File: config.mk
export PLATFORM = sky130hd
export DESIGN_NAME = div_share_arb
export DESIGN_NICKNAME = d
export VERILOG_FILES = /design/src/rtl/div_share_arb.sv
export SDC_FILE = /design/constraint.sdc
export NUM_CORES = 1
export LEC_CHECK = 0
export ABC_AREA = 1
export ABC_CLOCK_PERIOD_IN_PS = 7260
export BUFFER_PORTS_ARGS = -buffer_cell sky130_fd_sc_hd__buf_2
export CORE_UTILIZATION = 30
export CTS_CLUSTER_SIZE = 8
export DETAILED_ROUTE_END_ITERATION = 8
export SLEW_MARGIN = 40
export SYNTH_ARGS = -nofsm -noshare
export SYNTH_HDL_FRONTEND = slang
export SYNTH_SLANG_ARGS = --single-unit
File: constraint.sdc
create_clock -name clk -period 7.26 [get_ports clk]
set_input_delay 0.363 -clock clk [delete_from_list [all_inputs] [get_ports clk]]
set_output_delay 0.363 -clock clk [all_outputs]
set_load 0.02 [all_outputs]
File: src/rtl/div_share_arb.sv
// Round-robin arbiter that time-shares one fixed-point divider among NREQ requesters.
// Define DIV_TIMEOUT_EN to add a watchdog that aborts a divide the divider never finishes.
module div_share_arb #(
   parameter int NREQ        = 4,
   parameter int WIDTH       = 32,
   parameter int FBITS       = 4,
   parameter int IDW         = $clog2(NREQ),
   parameter int TIMEOUT_CYC = 64
) (
   input  logic                  clk,
   input  logic                  rst,
   input  logic [NREQ-1:0]       req,
   input  logic [NREQ*WIDTH-1:0] a_in,
   input  logic [NREQ*WIDTH-1:0] b_in,
   output logic [NREQ-1:0]       req_ack,
   output logic                  rsp_vld,
   output logic [IDW-1:0]        rsp_id,
   output logic [WIDTH-1:0]      rsp_val,
   output logic                  rsp_valid,
   output logic                  rsp_dbz,
   output logic                  rsp_tmo,
   output logic                  busy,
   output logic                  div_start,
   output logic [WIDTH-1:0]      div_a,
   output logic [WIDTH-1:0]      div_b,
   input  logic                  div_done,
   input  logic [WIDTH-1:0]      div_val,
   input  logic                  div_valid,
   input  logic                  div_dbz
);

   typedef enum logic [1:0] {IDLE, LAUNCH, WAIT, RESP} state_t;

   localparam int SW = IDW + 1;

   // An out-of-range configuration never grants, so a bad instance hangs visibly
   // instead of returning quietly wrong quotients.
   localparam logic CFG_BAD = (FBITS >= WIDTH) || (FBITS < 0) || (IDW < $clog2(NREQ)) ||
                              (TIMEOUT_CYC < 1) || (TIMEOUT_CYC > 255);

   state_t           state, state_nx;
   logic [IDW-1:0]   rr_ptr;
   logic [IDW-1:0]   owner;
   logic             grant_hit;
   logic [IDW-1:0]   grant_id;
   logic [IDW-1:0]   grant_ptr;
   logic [WIDTH-1:0] grant_a;
   logic [WIDTH-1:0] grant_b;
   logic             tmo_hit;
   logic             launch_ev;
   logic             finish_ev;

   // Scan starting at rr_ptr and wrapping modulo NREQ; the first set request wins.
   always_comb begin
      logic [SW-1:0]  sum;
      logic [IDW-1:0] idx;
      grant_hit = 1'b0;
      grant_id  = '0;
      grant_ptr = '0;
      grant_a   = '0;
      grant_b   = '0;
      sum       = '0;
      idx       = '0;
      for (int i = 0; i < NREQ; i++) begin
         sum = {1'b0, rr_ptr} + SW'(i);
         if (sum >= SW'(NREQ)) sum = sum - SW'(NREQ);
         idx = sum[IDW-1:0];
         if (!grant_hit && req[idx]) begin
            grant_hit = 1'b1;
            grant_id  = idx;
            grant_ptr = (idx == IDW'(NREQ - 1)) ? '0 : idx + 1'b1;
            grant_a   = a_in[idx*WIDTH +: WIDTH];
            grant_b   = b_in[idx*WIDTH +: WIDTH];
         end
      end
   end

   assign launch_ev = (state == IDLE) && grant_hit && !CFG_BAD;
   assign finish_ev = (state == WAIT) && (div_done || tmo_hit);

   always_comb begin
      state_nx = state;
      case (state)
         IDLE:    if (launch_ev) state_nx = LAUNCH;
         LAUNCH:  state_nx = WAIT;
         WAIT:    if (finish_ev) state_nx = RESP;
         RESP:    state_nx = IDLE;
         default: state_nx = IDLE;
      endcase
   end

`ifdef DIV_TIMEOUT_EN
   logic [7:0] tmo_cnt;

   // Counts WAIT cycles; done in the same cycle as the limit still wins.
   always_ff @(posedge clk or negedge rst) begin
      if (!rst)                tmo_cnt <= '0;
      else if (state != WAIT)  tmo_cnt <= '0;
      else                     tmo_cnt <= tmo_cnt + 8'd1;
   end

   assign tmo_hit = (state == WAIT) && !div_done && (tmo_cnt == 8'(TIMEOUT_CYC - 1));

   always_ff @(posedge clk or negedge rst) begin
      if (!rst)           rsp_tmo <= 1'b0;
      else if (finish_ev) rsp_tmo <= tmo_hit;
   end
`else
   assign tmo_hit = 1'b0;
   assign rsp_tmo = 1'b0;
`endif

   always_ff @(posedge clk or negedge rst) begin
      if (!rst) begin
         state     <= IDLE;
         rr_ptr    <= '0;
         owner     <= '0;
         req_ack   <= '0;
         div_start <= 1'b0;
         div_a     <= '0;
         div_b     <= '0;
         busy      <= 1'b0;
         rsp_vld   <= 1'b0;
         rsp_id    <= '0;
         rsp_val   <= '0;
         rsp_valid <= 1'b0;
         rsp_dbz   <= 1'b0;
      end else begin
         state     <= state_nx;
         busy      <= (state_nx != IDLE);
         req_ack   <= '0;
         div_start <= 1'b0;
         rsp_vld   <= 1'b0;
         if (launch_ev) begin
            div_a     <= grant_a;
            div_b     <= grant_b;
            owner     <= grant_id;
            rr_ptr    <= grant_ptr;
            req_ack   <= NREQ'(1) << grant_id;
            div_start <= 1'b1;
         end
         if (finish_ev) begin
            rsp_vld   <= 1'b1;
            rsp_id    <= owner;
            rsp_val   <= div_done ? div_val : '0;
            rsp_valid <= div_done & div_valid;
            rsp_dbz   <= div_done & div_dbz;
         end
      end
   end

endmodule

# == Word level (Yosys, flattened, before mapping) ==
# Cells that the tools add are included.
# op_classes
n_addsub,11
multipliers,0
n_div,0
n_lt_le_gt_ge,8
n_eq_ne,7
shift,9
muxes,43
bitwise,2
reduce_logical,10
# op_table
op,count
$shiftx A128 B8 Y32,8
$mux W32,9
$mux W2,18
$eq A2 B2 Y1 const B,6
$lt A2 B3 Y1 const B,4
$mux W1,10
$ge A3 B3 Y1 const B,3
$add A2 B1 Y2 const B,4
$bmux W1 S2,4
$pmux W2 S4,1
$sub A2 B1 Y2 const B,4
$add A2 B2 Y3 const B,2
$logic_and A1 B1 Y1,5
$mux W4,1
$shl A1 B2 Y4 const A,1
$add A2 B1 Y3 const B,1
$ge A2 B3 Y1 const B,1
$logic_not A1 Y1,3
$and A1 B1 Y1,2
$eq A2 B1 Y1 const B,1
$logic_not A2 Y1,1
$reduce_bool A2 Y1,1
# totals
regBits,113
latch_bits,0
mem_bits_rw,0
romBits,0
input_bits,297
out_inout_bits,108
wordCells,103
memories,0

# == Depth between registers and ports, before layout ==
# depth
word_depth,18
mapped_depth,17
depth_no_buf,12

# == Worst setup path before layout ==
# No wires, ideal clock.
# synth_path
path_kind,flip-flop to flip-flop
startpoint,register rr_ptr[1]
endpoint,register div_a[10]
setup_ns,0.116
t_arrival_ns,2.633
t_required_ns,7.144
setup_slack_ns,4.511
path_stages_with_launch,17
path_buffers,6
period_less_slack_ns,2.749
cell_sequence,dfrtp_1 > clkbuf_1 > inv_2 > clkbuf_1 > clkbuf_1 > ha_1 > clkbuf_1 > inv_2 > nand3_1 > nand2_2 > nand4_2 > buf_4 > buf_4 > nor2_1 > nor2_1 > nand2_1 > nand2_1
# synth_between
elab_chain_len,15
elab_cells_between_ends,42
classes_between,7 x add/sub; 4 x order compare; 4 x shift; 20 x mux; 7 x reduce/logical
# synth_rtl
element,line_no,rtl
from (decl),42,logic [IDW-1:0] rr_ptr;
from (signal assigned),138,rr_ptr <= grant_ptr;
"parallel branches: the longest is 15 deep, another holds $add A2 B1 Y3",-,
to (signal assigned),135,div_a <= grant_a;
to (decl),24,"output logic [WIDTH-1:0] div_a,"
# Several ways; the timed one is not identified. The select of a mux whose other input is x is not followed.
# A chain may end at the register's enable or synchronous reset.

# == Worst setup path after layout ==
# layout_path
startpoint,register rr_ptr[0]
endpoint,register rr_ptr[0]
# layout_between
elab_chain_len,15
elab_cells_between_ends,50
classes_between,11 x add/sub; 4 x order compare; 4 x eq/ne; 24 x mux; 7 x reduce/logical
# layout_rtl
element
"parallel branches: the longest is 15 deep, another holds $add A2 B1 Y3"
# Several ways; the timed one is not identified. The select of a mux whose other input is x is not followed.

==> flow_summary.yaml <==
worst_setup_path:
  r2r-start: "rr_ptr[0]"
  critPathRequiredTime_ns: 7.57
  cp_slowest_stage_delay_ns: 0.73
  critPathSlowestCell: "buf_4"
  reg2reg_to: "rr_ptr[0]"
  path_buf_inv: 4
  cp_common_cell: "nand2_1"
  reg2reg_setup_slack_ns: 3.01
  critical_path_class: "flop to flop"
  cp-end-kind: "flop"
  arrival_ns: 4.56
  r2r_cells: 12
  start_kind: "flop"
  crit_family: "buffers and inverters"
  critPathMaxFanout: 96
  path_cells: "inv_6 -> ha_4 -> inv_4 -> buf_4 -> nand2_1 -> nand2_1 -> nand4_4 -> buf_4 -> nor2_1 -> nor2_1 -> nand2_1 -> nand2_1"
sta:
  slew_headroom_pct: 46.2
  finalHoldViolCount: 0
  skew_ns: 0.00775
  period_minus_slack_ns: 4.25
  rsz0062_at_grt: "false"
  fin_setup_tns_ns: 0
  drv_slew: 0
  clock.fmax_mhz: 235
  finalSetupViolCount: 0
  fin_crit_sh_pct: 58.5
  tightest_slew_ns: 0.807
  hold_slack_ns: 0.130
route:
  drtIter0Drc: 1148
  vias_per_cell: 4.84
  drcViolationCount: 0
  avgRoutedWirePerCell_um: 14.9
  routed_wl_mm: 49.1
  via_count: 16000
  ant_nets: 0
  dr.pass1.iters: 5
min_path:
  hold_end: "rsp_val[18]"
  min-delay-start: "div_val[18]"
  hp-class: "input port to flop"
  hold-path-cell-count: 3
logic_synthesis:
  synthCells: 2492
  post-synth-top-area-fraction_pct: 44.0
  ys_top_cells_by_count: "nand2_1 (1482), o21ai_0 (260), nor2_1 (143), inv_1 (135), nand4_1 (129)"
  synthFlopType: "dfrtp_1"
  netlist.top_cell.by_area: "nand2_1"
  yosysMostFrequentCell: "nand2_1"
  yosys_warnings: 0
  synth_edf_count: 0
  synthArstFlopShare_pct: 100
  avgSynthCellArea_um2: 5.08
  yosysUniqueCellTypes: 28
  syn_nets: 2795
  ys_seq_elements: 113
  synth_area_mm2: 0.0126
  seq_area_frac_synth_pct: 22.4
  synthTopCellsByArea: "nand2_1 (44%), dfrtp_1 (22%), o21ai_0 (10%)"
clocking:
  max-clock-path-buffers: 2
  cts_resized: 0
  cts_tree: "yes"
  clock_latency_ns: 0.42
  cts_root_buf: "clkbuf_16"
  cts_made_buffers: 17
  cts_max_level: 4
  cts.sinks: 113
  clkSlewWorstSetupHoldPaths_ns: 0.06
  cts_hold_buffers: 1
  post-cts-setup-buffers: 0
die:
  coreArea_mm2: 0.0412
  dieArea_mm2: 0.0430
  chipHeight_um: 207
  num_rows: 74
  dieWidth_um: 207
  initial_utilization_pct: 30.7
  io_pins: 405
global_route:
  gr-total-overflow: 0
  grt_pass1_wl_mm: 77.7
  top_usage_layer: "met2"
  use_met3_pct: 3.34
  grt_pass1_vias: 14900
  track_usage_pct: 22.3
  use_met2_pct: 37.2
  grt_use_met1_pct: 29.1
  grt_max_degree: 129
  antenna_found_initial: 11
status:
  status: "completed"
power_and_ir_drop:
  irDropWorstVdd_uv: 380
  power.leakage_nw: 9.28
  powerDensity_mw_per_mm2: 484
flow_run:
  drv_cap: 0
placed_design:
  dp_hpwl_mm: 33.6
  gp_congestion: 0.854
  portBuffers: 403
final_layout:
  num-nets-final: 3052
  syn_to_final_growth_pct: 22.0
  drive_above_1_share_pct: 17.1
-- through the flow --
stage,cells,worst slack (ns),util [%],power (W),cell area (um2)
2_1_floorplan,2492,4.51,-,0.00517,12600
3_3_place_gp,3260,2.81,35.7,0.00646,14700
3_5_place_dp,3260,2.88,35.8,0.00657,14800
4_1_cts,3293,2.83,37.3,0.00751,15400
5_1_grt,3299,2.60,37.4,0.00827,15400
6_report,3301,3.01,37.5,0.00747,15400
-- tightest hold or removal path, delay by kind of cell --
kind / cells / cell delay [ns]
buffers and inverters: 1 / 0.08
AND/OR/NAND/NOR: 2 / 0.08
-- logic make-up (layout without fill, tap and decap cells) --
family / Yosys count / count (layout) / share of synthesized area, %
buffers and inverters: 329 / 599 / 10.7
AOI/OAI and AO/OA: 266 / 266 / 10.6
and+or+nand+nor: 1776 / 1776 / 55.6
adders and majority gates: 6 / 6 / 0.594
xor gates and xnor gates: 1 / 1 / 0.0693
DFF: 113 / 113 / 22.4
other: 1 / 8 / 0.0297
-- final cells by class --
type | instances | area (um2)
diodes | 7 | 17.5
clock buffers | 18 | 439
clock inverters | 14 | 179
fillers | 4576 | 25800
inverters | 143 | 548
multi-input cells | 2050 | 8520
flip-flops and latches | 113 | 2840
well taps | 532 | 666
repair buffers | 424 | 2230
-- routing by layer --
metal	wire length, um	up-vias
met5	43	-
met4	1410	8
met3	2780	82
met2	22700	518
met1	22200	7116
li1	-	8248
-- worst max path at each step --
stage	from	to	slack [ns]	cells past startpoint
floorplan	rr_ptr[1]	div_a[10]	4.51	16
global placement	rr_ptr[0]	div_a[11]	2.81	12
detailed placement	rr_ptr[0]	div_a[6]	2.88	12
CTS	rr_ptr[0]	div_a[19]	2.83	12
global route	rr_ptr[0]	div_b[3]	2.60	12
finish	rr_ptr[0]	rr_ptr[0]	3.01	12
-- report_power, final --
part / leakage (nW) / switching (W) / total (W) / internal, W
Sequential: 1.44 / 0.000219 / 0.00113 / 0.000916
Combinational: 7.54 / 0.00384 / 0.00544 / 0.00160
Clock: 0.299 / 0.000340 / 0.000894 / 0.000554
-- flip-flops by register name, indices dropped and copies added, names as in the netlist --
name / count
busy: 1
div_a: 32
div_b: 32
div_start: 1
owner: 2
req_ack: 4
rr_ptr: 2
rsp_dbz: 1
rsp_id: 2
rsp_val: 32
rsp_valid: 1
rsp_vld: 1
state: 2
-- placed cells by master (no fill, tap or decap), types with 2 or more instances in the layout --
master / n
buf_2: 402
buf_4: 12
buf_6: 6
bufinv_16: 3
clkbuf_16: 17
clkbuf_8: 3
clkinv_2: 3
clkinv_4: 3
clkinvlp_4: 2
dfrtp_1: 111
dfrtp_4: 2
diode_2: 7
ha_1: 5
inv_1: 135
inv_2: 4
inv_4: 2
inv_6: 4
nand2_1: 1482
nand2_2: 2
nand2_8: 2
nand3_1: 13
nand4_1: 129
nor2_1: 143
o21ai_0: 260
No activity file was read; power rests on OpenSTA's default activity.
